$ cat config.mk
export PLATFORM = sky130hd
export DESIGN_NAME = inst_prefetch_queue_flat
export DESIGN_NICKNAME = d
export VERILOG_FILES = /design/src/rtl/inst_prefetch_queue_if.sv /design/src/rtl/inst_prefetch_queue.sv /design/src/flat_wrapper.sv
export SDC_FILE = /design/constraint.sdc
export NUM_CORES = 1
export LEC_CHECK = 0
export CAP_MARGIN = 30
export CORE_ASPECT_RATIO = 0.7
export CORE_UTILIZATION = 47
export DETAILED_ROUTE_END_ITERATION = 8
export GPL_ROUTABILITY_DRIVEN = 0
export PLACE_DENSITY_LB_ADDON = 0.3
export SYNTH_ARGS = -nofsm -noshare
export SYNTH_HDL_FRONTEND = slang
export SYNTH_SLANG_ARGS = --single-unit
export TNS_END_PERCENT = 10
$ cat constraint.sdc
create_clock -name clk -period 13.6 [get_ports clk]
set_clock_uncertainty 0.15 [all_clocks]
set_input_delay 3.4 -clock clk [delete_from_list [all_inputs] [get_ports clk]]
set_output_delay 3.4 -clock clk [all_outputs]
set_load 0.02 [all_outputs]
$ cat src/rtl/inst_prefetch_queue_if.sv
// Fetch-side bundle between inst_prefetch_queue, instruction memory and the IF/ID register.
// master: the prefetch queue; slave: the surrounding pipeline and memory.
interface inst_prefetch_queue_if;
    logic        stall;
    logic        flush;
    logic [31:0] redirect_pc;
    logic        imem_req;
    logic [31:0] imem_addr;
    logic        imem_valid;
    logic [31:0] imem_data;
    logic        inst_valid;
    logic [31:0] inst_out;
    logic [31:0] pc_out;

    modport master (
        input  stall, flush, redirect_pc, imem_valid, imem_data,
        output imem_req, imem_addr, inst_valid, inst_out, pc_out
    );

    modport slave (
        output stall, flush, redirect_pc, imem_valid, imem_data,
        input  imem_req, imem_addr, inst_valid, inst_out, pc_out
    );
endinterface

$ cat src/rtl/inst_prefetch_queue.sv
// Instruction prefetch queue: owns the fetch PC, issues imem reads, buffers {inst, pc} for IF/ID.
// Define PFQ_BYPASS_EN to forward a response straight to IF/ID when the queue is empty.
module inst_prefetch_queue #(
    parameter int unsigned DEPTH    = 4,
    parameter int unsigned MAX_OUT  = 2,
    parameter logic [31:0] RESET_PC = 32'd0
) (
    input logic                   clk,
    input logic                   rst,
    inst_prefetch_queue_if.master bus
);
    localparam int unsigned PtrW = $clog2(DEPTH);
    localparam int unsigned CntW = $clog2(DEPTH + 1);
    localparam int unsigned SumW = CntW + 1;

    typedef enum logic [0:0] {StFetch, StDrain} state_e;

    state_e              state_q, state_d;
    logic [31:0]         fetch_pc_q, fetch_pc_d;
    logic [PtrW-1:0]     head_q, head_d, tail_q, tail_d;
    logic [PtrW-1:0]     pc_wr_q, pc_wr_d, pc_rd_q, pc_rd_d;
    logic [CntW-1:0]     count_q, count_d, out_q, out_d, drop_q, drop_d;
    logic [31:0]         last_inst_q, last_inst_d, last_pc_q, last_pc_d;

    logic [31:0]         inst_mem  [DEPTH];
    logic [31:0]         pc_mem    [DEPTH];
    logic [31:0]         issue_pc  [DEPTH];

    logic [SumW-1:0]     used;
    logic [CntW-1:0]     resp_left;
    logic                fifo_nonempty, resp_pop, bypass, can_issue, issue, keep, pop;
    logic                cur_valid;
    logic [31:0]         cur_inst, cur_pc;

    // State register
    always_ff @(posedge clk or negedge rst) begin
        if (!rst) begin
            state_q <= StFetch;
            drop_q  <= '0;
        end else begin
            state_q <= state_d;
            drop_q  <= drop_d;
        end
    end

    // Next state: a flush reloads the stale-response count from what is still in flight
    always_comb begin
        state_d   = state_q;
        drop_d    = drop_q;
        resp_left = out_q - CntW'(resp_pop);
        if (bus.flush) begin
            drop_d  = resp_left;
            state_d = (resp_left != '0) ? StDrain : StFetch;
        end else if (state_q == StDrain && bus.imem_valid) begin
            drop_d = (drop_q != '0) ? drop_q - CntW'(1) : '0;
            if (drop_d == '0) begin
                state_d = StFetch;
            end
        end
    end

    // Outputs and handshake decode
    always_comb begin
        used          = SumW'(count_q) + SumW'(out_q);
        fifo_nonempty = (count_q != '0);
        resp_pop      = bus.imem_valid && (out_q != '0);
        bypass        = 1'b0;
`ifdef PFQ_BYPASS_EN
        bypass = rst && !fifo_nonempty && (drop_q == '0) && (state_q == StFetch) &&
                 !bus.stall && !bus.flush && bus.imem_valid;
`else
        bypass = 1'b0;
`endif
        if (state_q == StFetch) begin
            can_issue = (used < SumW'(DEPTH)) && (out_q < CntW'(MAX_OUT));
        end else begin
            can_issue = (out_q < CntW'(MAX_OUT));
        end
        // rst gates the comb outputs so they drop the instant reset asserts
        issue = rst && !bus.flush && can_issue;
        keep  = bus.imem_valid && !bus.flush && (state_q == StFetch) && (drop_q == '0) &&
                !bypass;
        pop   = fifo_nonempty && !bus.stall && !bus.flush;

        cur_valid = fifo_nonempty || bypass;
        if (fifo_nonempty) begin
            cur_inst = inst_mem[head_q];
            cur_pc   = pc_mem[head_q];
        end else if (bypass) begin
            cur_inst = bus.imem_data;
            cur_pc   = issue_pc[pc_rd_q];
        end else begin
            cur_inst = last_inst_q;
            cur_pc   = last_pc_q;
        end

        bus.imem_req   = issue;
        bus.imem_addr  = {2'b00, fetch_pc_q[31:2]};
        bus.inst_valid = cur_valid;
        bus.inst_out   = cur_inst;
        bus.pc_out     = cur_pc;
    end

    // Datapath next state
    always_comb begin
        fetch_pc_d  = fetch_pc_q;
        head_d      = head_q;
        tail_d      = tail_q;
        count_d     = count_q;
        out_d       = out_q + CntW'(issue) - CntW'(resp_pop);
        pc_wr_d     = pc_wr_q + PtrW'(issue);
        pc_rd_d     = pc_rd_q + PtrW'(resp_pop);
        last_inst_d = last_inst_q;
        last_pc_d   = last_pc_q;
        if (bus.flush) begin
            fetch_pc_d = bus.redirect_pc & ~32'd3;
            count_d    = '0;
            head_d     = tail_q;
        end else begin
            if (issue) begin
                fetch_pc_d = fetch_pc_q + 32'd4;
            end
            count_d = count_q + CntW'(keep) - CntW'(pop);
            head_d  = head_q + PtrW'(pop);
            tail_d  = tail_q + PtrW'(keep);
        end
        // Remember what was shown so an empty queue keeps presenting it
        if (cur_valid) begin
            last_inst_d = cur_inst;
            last_pc_d   = cur_pc;
        end
    end

    always_ff @(posedge clk or negedge rst) begin
        if (!rst) begin
            fetch_pc_q  <= RESET_PC;
            head_q      <= '0;
            tail_q      <= '0;
            count_q     <= '0;
            out_q       <= '0;
            pc_wr_q     <= '0;
            pc_rd_q     <= '0;
            last_inst_q <= '0;
            last_pc_q   <= '0;
        end else begin
            fetch_pc_q  <= fetch_pc_d;
            head_q      <= head_d;
            tail_q      <= tail_d;
            count_q     <= count_d;
            out_q       <= out_d;
            pc_wr_q     <= pc_wr_d;
            pc_rd_q     <= pc_rd_d;
            last_inst_q <= last_inst_d;
            last_pc_q   <= last_pc_d;
        end
    end

    // Storage needs no reset: occupancy is tracked by the pointers and counters
    always_ff @(posedge clk) begin
        if (issue) begin
            issue_pc[pc_wr_q] <= fetch_pc_q;
        end
        if (keep) begin
            inst_mem[tail_q] <= bus.imem_data;
            pc_mem[tail_q]   <= issue_pc[pc_rd_q];
        end
    end
endmodule

$ cat src/flat_wrapper.sv
// flat-port wrapper written by rule: the top's interface ports become plain ports
module inst_prefetch_queue_flat 
#(
    parameter int unsigned DEPTH    = 4,
    parameter int unsigned MAX_OUT  = 2,
    parameter logic [31:0] RESET_PC = 32'd0
)
  (clk, rst, bus_stall, bus_flush, bus_redirect_pc, bus_imem_valid, bus_imem_data, bus_imem_req, bus_imem_addr, bus_inst_valid, bus_inst_out, bus_pc_out);
  inst_prefetch_queue_if bus_i ();
  input logic clk;
  input logic rst;
  input wire logic [$bits(bus_i.stall)-1:0] bus_stall;
  input wire logic [$bits(bus_i.flush)-1:0] bus_flush;
  input wire logic [$bits(bus_i.redirect_pc)-1:0] bus_redirect_pc;
  input wire logic [$bits(bus_i.imem_valid)-1:0] bus_imem_valid;
  input wire logic [$bits(bus_i.imem_data)-1:0] bus_imem_data;
  output wire logic [$bits(bus_i.imem_req)-1:0] bus_imem_req;
  output wire logic [$bits(bus_i.imem_addr)-1:0] bus_imem_addr;
  output wire logic [$bits(bus_i.inst_valid)-1:0] bus_inst_valid;
  output wire logic [$bits(bus_i.inst_out)-1:0] bus_inst_out;
  output wire logic [$bits(bus_i.pc_out)-1:0] bus_pc_out;
  assign bus_i.stall = bus_stall;
  assign bus_i.flush = bus_flush;
  assign bus_i.redirect_pc = bus_redirect_pc;
  assign bus_i.imem_valid = bus_imem_valid;
  assign bus_i.imem_data = bus_imem_data;
  assign bus_imem_req = bus_i.imem_req;
  assign bus_imem_addr = bus_i.imem_addr;
  assign bus_inst_valid = bus_i.inst_valid;
  assign bus_inst_out = bus_i.inst_out;
  assign bus_pc_out = bus_i.pc_out;
  inst_prefetch_queue #(.DEPTH(DEPTH), .MAX_OUT(MAX_OUT), .RESET_PC(RESET_PC)) u_core (.clk(clk), .rst(rst), .bus(bus_i));
endmodule
==> flow_summary.yaml <==
floorplan:
  num_rows: 61
  ios: 167
  die-width_um: 243.3
  die_y_um: 170.9
  start_util_pct: 47.98
  die_area_um2: 41580
  core_um2: 39920
setup_path:
  critical_path_depth: 6
  critPathTopFamily: "buffers and inverters"
  critPathArrivalTime_ns: 5.38
  start_kind: "primary input"
  worst_path_max_delay_cell: "clkdlybuf4s50_1"
  slowest_delay_ns: 0.56
  crit_type: "in -> out"
  cp-end-kind: "output pin"
  reg2reg_depth: 6
  cp_cell_sequence: "buf_2, buf_4, inv_1, nand2_1, inv_1, clkdlybuf4s50_1"
  r2r_start: "u_core.drop_q[0]"
  worstPathMaxFanout: 67
  crit_top_cell: "inv_1"
  worst-path-buf-inv: 5
  required_ns: 10.05
  cp-startpoint: "bus_flush"
sta:
  final_max_slew_viol_count: 0
  fin_crit_sh_pct: 65.69
  fmax_mhz: 111.9
  worst_slack_ns: 4.666
  finalHoldViolations: 0
  whs_ns: 0.3343
  slew_headroom_pct: 40.34
  worst_slew_pin_slew_ns: 0.8950
  fin_tns_setup_ns: 0
  fin_crit_ns: 8.934
  setup_violations: 0
  rsz0062_at_grt: "false"
cts:
  clock-sinks: 480
  clkTransAtPathRegs_ns: 0.06
  cts_max_level: 2
  cts_buffers: 45
  postCtsHoldBufs: 0
  post-cts-setup-buffers: 0
  cts_root_buf: "clkbuf_16"
  clockBufferDepth: 3
  clk-insertion-delay-late_ns: 0.55
  cts_tree: "yes"
  cts_resized: 0
yosys:
  synth_cell_type_count: 48
  synth_area_leaders: "edfxtp_1 58%, dfrtp_1 15%, mux4_2 11%"
  avgSynthCellArea_um2: 19.45
  synth_area_leader_cell: "edfxtp_1"
  synth_ff_type: "edfxtp_1"
  synth-edff-count: 368
  syn-cell-area_um2: 19150
  synthCells: 985
  synth.most_common_cell: "edfxtp_1"
  synth_top_area_share_pct: 57.70
  ys_seq_area_share_pct: 72.33
  yosys_warnings: 0
  synthArstFlopShare_pct: 23.33
  synth_seq_cells: 480
  synthTopCellsByCount: "368 x edfxtp_1, 122 x mux2_2, 112 x dfrtp_1"
power:
  powerDensity_nw_per_um2: 210.7
  p_total_uw: 4829
  vdd_drop_max_uv: 141.2
  leakage_uw: 0.007766
finish:
  antennaDiodeCount: 0
  nets: 1253
  drive_gt1_share_pct: 26.60
  fillerInstances: 2952
  final_cells: 1738
  area_growth_pct: 19.64
placement:
  dp_hpwl_um: 22500
  place_ws_ns: 4.692
  port_buffers: 162
  place_inst: 1653
global_route:
  antenna_found_initial: 0
  grtUsageTotal_pct: 18.98
  grt_pass1_vias: 9956
  grt_max_degree: 78
  grt_pass1_wl_um: 59550
  gr-total-overflow: 0
min_path:
  hp-start: "u_core.last_pc_q[1]"
  min_path_cells: 1
  hp-class: "reg -> reg"
route:
  ant_nets: 0
  via_count: 9613
  finalWirelength_um: 38190
  detail_route.iter0.violations: 781
  drc: 0
  post_drt_wl_per_cell_um: 21.97
  first_pass_iters: 5
  vias_per_cell: 5.531
run_status:
  status: "completed"
job:
  cap_violations: 0
-- registers in the layout, summed over array words and instances (netlist names), 3 cells and up --
signal,count
u_core.count_q,3
u_core.inst_mem,128
u_core.drop_q,3
u_core.out_q,3
u_core.last_pc_q,32
u_core.pc_mem,120
u_core.fetch_pc_q,30
u_core.last_inst_q,32
u_core.issue_pc,120
-- cell families after synthesis --
logic type	count (synthesis)	share of synthesized area, %
other	1	0.01958
DFF	480	72.33
adders and majority gates	18	1.254
AOI/OAI and AO/OA	46	1.378
and+or+nand+nor	121	3.567
muxes	221	18.39
buffers and inverters	64	1.509
xor gates and xnor gates	34	1.555
-- final timing paths --
path,endpoint,slack (ns)
setup / recovery,bus_imem_req,4.67
hold / removal,u_core.last_pc_q[1],0.33
setup reg to reg,u_core.inst_mem[2][7],10.59
hold reg to reg,u_core.last_pc_q[1],0.33
max in group asynchronous,u_core.head_q[0],8.91
min in group asynchronous,u_core.last_inst_q[27],2.92
-- routing by layer --
metal  up-vias  global-route usage, %  wire (um)
li1       4267                      -          -
met1      5033                  28.05      17760
met2       258                  29.30      17700
met3        55                  3.341       2008
met4         0                  5.031        713
met5         -                      0          0
-- power by group --
group	leakage (uW)	switching, uW	total, uW	internal (uW)
clock network	0.000735	530	1280	746
registers	0.00465	137	1940	1800
logic	0.00238	758	1610	857
total	0.00777	1420	4830	3400
-- through the flow --
step           util (%)  area, um2
2_1_floorplan         -      19160
3_3_place_gp      53.54      21370
3_5_place_dp      53.59      21390
4_1_cts           57.34      22890
5_1_grt           57.41      22920
6_report          57.41      22920
-- final cells by class --
type / instances / area [um2] / area share, %
clock buffers: 69 / 1319 / 5.755
multi-input cells: 442 / 5040 / 21.99
inverters: 17 / 66.31 / 0.2894
clock inverters: 15 / 178.9 / 0.7808
repair buffers: 180 / 1782 / 7.775
flip-flops and latches: 480 / 13860 / 60.49
well taps: 535 / 669.4 / 2.921
-- layout by cell type (no fill, tap or decap), drive strengths merged, types with 4 or more instances in the layout --
cell type,instances
mux2,127
xor2,23
bufinv,4
buf,20
nor3,8
nand2,43
nand3,8
clkbuf,69
clkinv,10
dfrtp,112
and4,7
clkdlybuf4s50,160
inv,18
o21ai,35
xnor2,11
mux4,92
edfxtp,368
and3,5
ha,16
and2,8
nand4,18
nor2,12
Power figures use the tool's default switching activity.
